File: config.mk
export PLATFORM = sky130hd
export DESIGN_NAME = ov7670_capture
export DESIGN_NICKNAME = d
export VERILOG_FILES = /design/src/rtl/ov7670_capture.sv
export SDC_FILE = /design/constraint.sdc
export NUM_CORES = 1
export LEC_CHECK = 0
export ABC_AREA = 1
export BUFFER_PORTS_ARGS = -buffer_cell sky130_fd_sc_hd__buf_4
export CORE_MARGIN = 5
export CORE_UTILIZATION = 35
export CTS_CLUSTER_DIAMETER = 40
export DETAILED_ROUTE_END_ITERATION = 12
export PLACE_DENSITY = 0.52
export SLEW_MARGIN = 20
export SYNTH_ARGS = -nofsm -noshare
export SYNTH_HDL_FRONTEND = slang
export SYNTH_SLANG_ARGS = --single-unit
File: constraint.sdc
create_clock -name pclk -period 2.39 [get_ports pclk]
set_clock_uncertainty 0.1 [all_clocks]
set_input_delay 0.478 -clock pclk [delete_from_list [all_inputs] [get_ports pclk]]
set_output_delay 0.478 -clock pclk [all_outputs]
set_load 0.1 [all_outputs]
File: src/rtl/ov7670_capture.sv
// OV7670 RGB565 capture: assembles byte pairs into pixels with frame-buffer
// addresses and checks frame geometry.
// Ports:
//   pclk, rst_n      - camera pixel clock, async active-low reset
//   vsync, href, D   - camera sync and data inputs
//   pixel, pixel_valid, wr_addr - assembled pixel strobe and its index
//   frame_done, frame_err       - good-frame pulse, sticky error flag
//   frame_count                 - good-frame counter
// Define OV7670_CAPTURE_FRAME_COUNT_EN to build the frame counter;
// when the macro is undefined, frame_count is tied to 0.
module ov7670_capture #(
  parameter int RESOLUTION_WIDTH  = 640,
  parameter int RESOLUTION_HEIGHT = 480,
  localparam int NPIX = RESOLUTION_WIDTH * RESOLUTION_HEIGHT,
  localparam int AW   = (NPIX > 1) ? $clog2(NPIX) : 1
) (
  input  logic          pclk,
  input  logic          rst_n,
  input  logic          vsync,
  input  logic          href,
  input  logic [7:0]    D,
  output logic [15:0]   pixel,
  output logic          pixel_valid,
  output logic [AW-1:0] wr_addr,
  output logic          frame_done,
  output logic          frame_err,
  output logic [15:0]   frame_count
);

  // Line counter saturates at W+1 so over-long lines still miscompare.
  localparam int LW = $clog2(RESOLUTION_WIDTH + 2);
  localparam logic [AW:0]   NPIX_V = (AW+1)'(NPIX);
  localparam logic [LW-1:0] W_V    = LW'(RESOLUTION_WIDTH);
  localparam logic [LW-1:0] LMAX_V = LW'(RESOLUTION_WIDTH + 1);

  typedef enum logic [1:0] {
    WAIT_SYNC,
    ARMED,
    ACTIVE
  } state_e;

  state_e        state_q, state_d;
  logic          phase_q, phase_d;
  logic [7:0]    hi_q, hi_d;
  logic [AW:0]   pix_q, pix_d;
  logic [LW-1:0] line_q, line_d;
  logic          err_q, err_d;
  logic [15:0]   pixel_q, pixel_d;
  logic [AW-1:0] addr_q, addr_d;
  logic          pvld_q, pvld_d;
  logic          done_q, done_d;
  logic          href_q;

  always_ff @(posedge pclk or negedge rst_n) begin
    if (!rst_n) begin
      state_q <= WAIT_SYNC;
      phase_q <= 1'b0;
      hi_q    <= '0;
      pix_q   <= '0;
      line_q  <= '0;
      err_q   <= 1'b0;
      pixel_q <= '0;
      addr_q  <= '0;
      pvld_q  <= 1'b0;
      done_q  <= 1'b0;
      href_q  <= 1'b0;
    end else begin
      state_q <= state_d;
      phase_q <= phase_d;
      hi_q    <= hi_d;
      pix_q   <= pix_d;
      line_q  <= line_d;
      err_q   <= err_d;
      pixel_q <= pixel_d;
      addr_q  <= addr_d;
      pvld_q  <= pvld_d;
      done_q  <= done_d;
      href_q  <= href;
    end
  end

  always_comb begin
    state_d = state_q;
    phase_d = phase_q;
    hi_d    = hi_q;
    pix_d   = pix_q;
    line_d  = line_q;
    err_d   = err_q;
    pixel_d = pixel_q;
    addr_d  = addr_q;
    pvld_d  = 1'b0;
    done_d  = 1'b0;
    unique case (state_q)
      WAIT_SYNC: begin
        if (vsync) state_d = ARMED;
      end
      ARMED: begin
        if (!vsync) begin
          state_d = ACTIVE;
          pix_d   = '0;
          phase_d = 1'b0;
          line_d  = '0;
          err_d   = 1'b0;
        end
      end
      ACTIVE: begin
        // vsync wins over a simultaneous href byte.
        if (vsync) begin
          state_d = ARMED;
          if (pix_q == NPIX_V && !err_q) done_d = 1'b1;
          else err_d = 1'b1;
        end else if (href) begin
          phase_d = ~phase_q;
          if (!phase_q) begin
            hi_d = D;
          end else begin
            if (line_q != LMAX_V) line_d = line_q + 1'b1;
            if (pix_q < NPIX_V) begin
              pvld_d  = 1'b1;
              pixel_d = {hi_q, D};
              addr_d  = pix_q[AW-1:0];
              pix_d   = pix_q + 1'b1;
            end else begin
              err_d = 1'b1;
            end
          end
        end else if (href_q) begin
          // End of line: odd byte count or wrong width is an error.
          phase_d = 1'b0;
          line_d  = '0;
          if (phase_q || line_q != W_V) err_d = 1'b1;
        end
      end
      default: state_d = WAIT_SYNC;
    endcase
  end

  assign pixel       = pixel_q;
  assign pixel_valid = pvld_q;
  assign wr_addr     = addr_q;
  assign frame_done  = done_q;
  assign frame_err   = err_q;

`ifdef OV7670_CAPTURE_FRAME_COUNT_EN
  logic [15:0] fcnt_q;

  always_ff @(posedge pclk or negedge rst_n) begin
    if (!rst_n) fcnt_q <= '0;
    else if (done_d) fcnt_q <= fcnt_q + 16'd1;
  end

  assign frame_count = fcnt_q;
`else
  assign frame_count = 16'd0;
`endif

endmodule

; Word-level counts from Yosys, hierarchy flattened
; Index checks and enable logic that the tools add are counted.
[totals]
ff_bits = 80
input_bits = 12
out_inout_bits = 54
word_cells = 85
[classes]
add_sub_neg = 2
n_lt_le_gt_ge = 1
n_eq_ne = 19
n_mux = 37
n_bitwise = 2
n_reduce_logical = 13
[op_table]
columns = operator, n
row1 = $mux 20, 5
row2 = $mux 10, 6
row3 = $pmux 20 s2, 1
row4 = $add 20x1->20 const B, 1
row5 = $eq 20x19->1 const B, 1
row6 = $lt 20x19->1 const B, 1
row7 = $ne 10x10->1 const B, 2
row8 = $pmux 10 s2, 1
row9 = $mux 1, 19
row10 = $ne 4x4->1 const B, 4
row11 = $ne 3x3->1 const B, 4
row12 = $reduce_and 6->1, 2
row13 = $add 10x1->10 const B, 1
row14 = $ne 2x2->1 const B, 5
row15 = $reduce_and 4->1, 2
row16 = $reduce_and 7->1, 1
row17 = $reduce_and 5->1, 1
row18 = $mux 2, 2
row19 = $pmux 1 s2, 2
row20 = $pmux 2 s2, 1
row21 = $eq 2x1->1 const B, 1
row22 = $eq 2x2->1 const B, 1
row23 = $logic_not 2->1, 1
row24 = $ne 2x1->1 const B, 1
row25 = 7 further kinds, 8

; Longest topological paths before layout
[logic_depth]
ltp_word = 7
depth_mapped = 13
ltp_nobuf = 11

; Worst setup path before layout
; No wires, ideal clock.
[synth_timing]
path_kind = flip-flop to flip-flop
startpoint = register state_q[0]
endpoint = register pix_q[12]
setup_ns = 0.118
arrival_time_ns = 1.552
required_time_ns = 2.172
slack_ns = 0.620
path_stages_with_launch = 11
path_buffers = 2
synth_period_minus_slack_ns = 1.770
path_cell_list = dfrtp_1 inv_1 ha_1 buf_4 nor2_1 nor2_2 nor3b_4 nand2_8 buf_12 nand2_1 o21ai_2
[synth_via]
elab_chain_cells = 3
elab_cells_between_ends = 10
classes_between = eq/ne (7) / mux (1) / reduce/logical (2)
[synth_lines]
columns = element, line_no
row1 = start: declaration, 42  ; state_e state_q, state_d;
row2 = start signal: assignment, 68  ; state_q <= state_d;
row3 = $eq 2x2->1 or $eq 2x1->1 (tied branches), 93  ; unique case (state_q)
row4 = $ne 2x2->1 (no line) or $reduce_bool 2->1 (tied branches), --
row5 = $reduce_and 6->1 (no line), --
row6 = end signal: assignment, 71  ; pix_q <= pix_d;
row7 = end: declaration, 45  ; logic [AW:0] pix_q, pix_d;
; Parallel ways exist; a longest one is shown, timed or not.
; A chain may end at the register's enable or synchronous reset.

; Final worst setup path
[layout_timing]
startpoint = register state_q[0]
endpoint = register line_q[1]
[layout_via]
elab_chain_cells = 3
elab_cells_between_ends = 10
classes_between = eq/ne (7) / mux (1) / reduce/logical (2)
[layout_lines]
columns = element, line_no
row1 = $eq 2x2->1 or $eq 2x1->1 (tied branches), 93
row2 = $ne 3x3->1 (no line) (tied with other cells), --
row3 = $reduce_and 6->1 (no line), --
row4 = end signal: assignment, 72  ; line_q <= line_d;
row5 = end: declaration, 46  ; logic [LW-1:0] line_q, line_d;
; Parallel ways exist; a longest one is shown, timed or not.

==> impl_metrics.csv <==
group,metric,value,unit
global_route,grt_first_pass_wirelength,16000,um
power,power_density,1009,nW/um^2
clock_tree,cts_sinks,80,
route,wl_met1,4904,um
worst_hold_path,worstHoldPathType,"in2async",
critical_path,worstReg2RegEnd,"line_q[1]$_DFFE_PN0P_",
timing,tightest_slew,0.6094,ns
yosys,synth_seq_cells,80,
power,p_sw,2.184,mW
placement,io_buffers,49,
timing,finalCritPeriodShare,0.8833,
route,route.met3.wl,422,um
power,pwr-share-comb,0.380,
layout,fin_area,4954,sq um
critical_path,r2r_cells,9,
route,vias,3385,
critical_path,timing.rr.start,"state_q[0]$_DFFE_PN0P_",
critical_path,worst-setup-path-type,"reg2reg",
power,sequentialPowerShare,0.342,
power,p_int,2.814,mW
floorplanning,row_count,40,
yosys,ys_top_cells_by_area,"dfrtp_1 (47%), nand2_1 (15%), nor2_1 (4.8%)",
route,first_pass_iters,4,
yosys,syn_avg_cell_area,8.017,sq um
floorplanning,dieWidth,120.0,um
yosys,syn-instance-count,528,
global_route,antenna_found_initial,0,
timing,max_freq,473.7,MHz
timing,setup_tns,0,ns
power,p_total,4.998,mW
critical_path,start_kind,"flip-flop",
critical_path,path_max_fanout,11,
layout,drive_gt1_frac,0.1790,
layout,fin_nets,597,
route,drt-total-wl,9415,um
clock_tree,post_cts_resized,0,
timing,hold_violations,0,
route,dr.first_iter.drc_count,279,
outcome,status,"finished clean",
route,met2_length,4031,um
global_route,grt_overflow,0,
yosys,synth_seq_area_share,0.4730,
clock_tree,clock_path_buffers,2,
timing,setup_violations,0,
yosys,synthDistinctLibCells,31,
clock_tree,cts_hold_buffers,0,
placement,place_congestion,0.8108,
yosys,synth_top_cell_by_area,"dfrtp_1",
timing,relSlewSlack,0.5937,
power,power.leakage,2.427,nW
clock_tree,clk_pin_slew,0.06,ns
power,swShare,0.4370,
floorplanning,die_h,120.0,um
layout,diodes,0,
placement,place_inst,713,
critical_path,r2r_slack,0.28,ns
floorplanning,core_area,11910,sq um
layout,instances_no_fill,728,
yosys,yosysTopAreaCellShare,0.4730,
yosys,syn-cell-area,4233,sq um
floorplanning,dieArea,14390,sq um
run,max-cap-violations,0,
route,via_per_inst,4.650,
critical_path,startpoint,"state_q[0]$_DFFE_PN0P_",
layout,area_growth,17.03,%
global_route,grt_pass1_vias,3170,
yosys,ys.warnings.count,0,
floorplanning,io_pins,66,
route,drtAntennaViolNets,0,
timing,rsz0062_at_grt,"no",
layout,multiInputGateArea,1858,sq um
global_route,grt_max_degree,64,
global_route,grtUsageTotal,0.1361,
power,peakVddDrop,0.3721,mV
placement,dp_hpwl,6785,um
timing,period_needed,2.111,ns
placement,placed_cell_area,4657,sq um
critical_path,cp.arrival,2.23,ns
timing,slew_viol_final,0,
route,drcViolationCount,0,
clock_tree,cts_setup_buffers,0,
route,wl_per_cell,12.93,um
clock_tree,cts_inserted_buffers,9,
floorplanning,start_util,0.3554,
clock_tree,cts_tree,"built",
clock_tree,cts_root_buf,"clkbuf_16",
clock_tree,cts.htree.levels,3,
timing,whs,0.008666,ns
layout,nFillCells,1221,
clock_tree,clock_latency,0.33,ns
power,power.share.clock,0.278,
critical_path,cp_data_required_time,2.50,ns
route,highest_layer,"met4",
critical_path,crit_path_end_kind,"flip-flop",
layout,ff_latch_area,2002,sq um
through the flow:
stage,worst slack (ns),util
floorplan,0.6203,-
global placement,0.3710,0.3910
detailed placement,0.3097,0.3910
CTS,0.3001,0.4159
global route,0.05122,0.4159
finish,0.2789,0.4159
cell usage in the layout, fill, tap and decap left out, drive strengths merged:
cell,count
xor2,4
bufinv,1
clkinvlp,2
dfrtp,80
nor3b,1
nand4,13
inv,55
ha,8
nor3,1
buf,53
clkbuf,11
a21oi,14
nor2,59
o21ai,53
nand3,32
conb,16
nand3b,1
nand2,177
synth_stat cells:
| cell | n |
|---|---|
| nand4_4 | 1 |
| nand3_1 | 31 |
| nand4_1 | 12 |
| nor2_4 | 2 |
| nand2_2 | 10 |
| dfrtp_1 | 80 |
| nor3b_4 | 1 |
| buf_12 | 2 |
| nand2_4 | 1 |
| conb_1 | 1 |
| clkbuf_1 | 1 |
| nor2_2 | 2 |
| nor2_8 | 1 |
| ha_1 | 8 |
| a21oi_4 | 1 |
| buf_4 | 19 |
| nand2_1 | 165 |
| a21oi_2 | 1 |
| nor2_1 | 54 |
| buf_2 | 8 |
| o21ai_1 | 27 |
| o21ai_0 | 15 |
| inv_1 | 50 |
| nor3_1 | 1 |
| nand3b_1 | 1 |
| o21ai_2 | 11 |
| a21oi_1 | 12 |
| nand3_4 | 1 |
| xor2_1 | 4 |
| nand2_8 | 1 |
| inv_2 | 4 |
worst max path at each step:
stage / to / slack (ns)
2_1_floorplan: pix_q[12]$_DFFE_PN0P_ / 0.62
3_3_place_gp: line_q[3]$_DFFE_PN0P_ / 0.37
3_5_place_dp: line_q[2]$_DFFE_PN0P_ / 0.31
4_1_cts: line_q[1]$_DFFE_PN0P_ / 0.30
5_1_grt: line_q[2]$_DFFE_PN0P_ / 0.05
6_report: line_q[1]$_DFFE_PN0P_ / 0.28
area by class of cell:
cell class / instances / area share
Clock buffer: 11 / 0.04900
Clock inverter: 4 / 0.01086
Multi-Input combinational cell: 379 / 0.3751
Sequential cell: 80 / 0.4041
Inverter: 54 / 0.04092
Timing Repair Buffer: 53 / 0.08285
Tap cell: 147 / 0.03713
worst max-delay path, stage by stage, from the launching register on:
cell and delay [ns]:
dfrtp_1 0.39, inv_1 0.08, ha_1 0.28, nand2_2 0.14, nor2_1 0.14, nand3_1 0.18, nand2_1 0.36, inv_2 0.15
nand3_1 0.09, o21ai_1 0.07
logic make-up (layout without fill, tap and decap cells):
family                   after synthesis  in the layout  synth area share
buffers and inverters                 84            122            0.1014
other                                  1             16         0.0008859
adder cells (fa/ha/maj)                8              8           0.02365
AND/OR/NAND/NOR                      284            284            0.3003
AO/OA/AOI/OAI                         67             67           0.09252
flip-flops                            80             80            0.4730
XOR/XNOR                               4              4          0.008276
power groups by stage:
stage                     Sequential (mW)  Clock (mW)  Combinational [mW]
final                                1.71        1.39                1.90
after floorplan                      2.48           0               0.844
after global placement               1.73           0                1.90
after global routing                 1.74        1.48                2.04
after detailed placement             1.74           0                1.91
after CTS                            1.71        1.43                1.92
per-layer routing:
metal / up-vias / global-route usage
li1: 1747 / -
met4: 0 / 0.03651
met2: 75 / 0.2002
met5: - / 0
met1: 1558 / 0.2005
met3: 5 / 0.03110
registers in the layout (all words and copies together), names as in the netlist, 2 cells and up:
signal,flops
state_q,2
pixel,16
pix_q,20
hi_q,8
wr_addr,19
line_q,10
(Power assumes the default switching activity.)
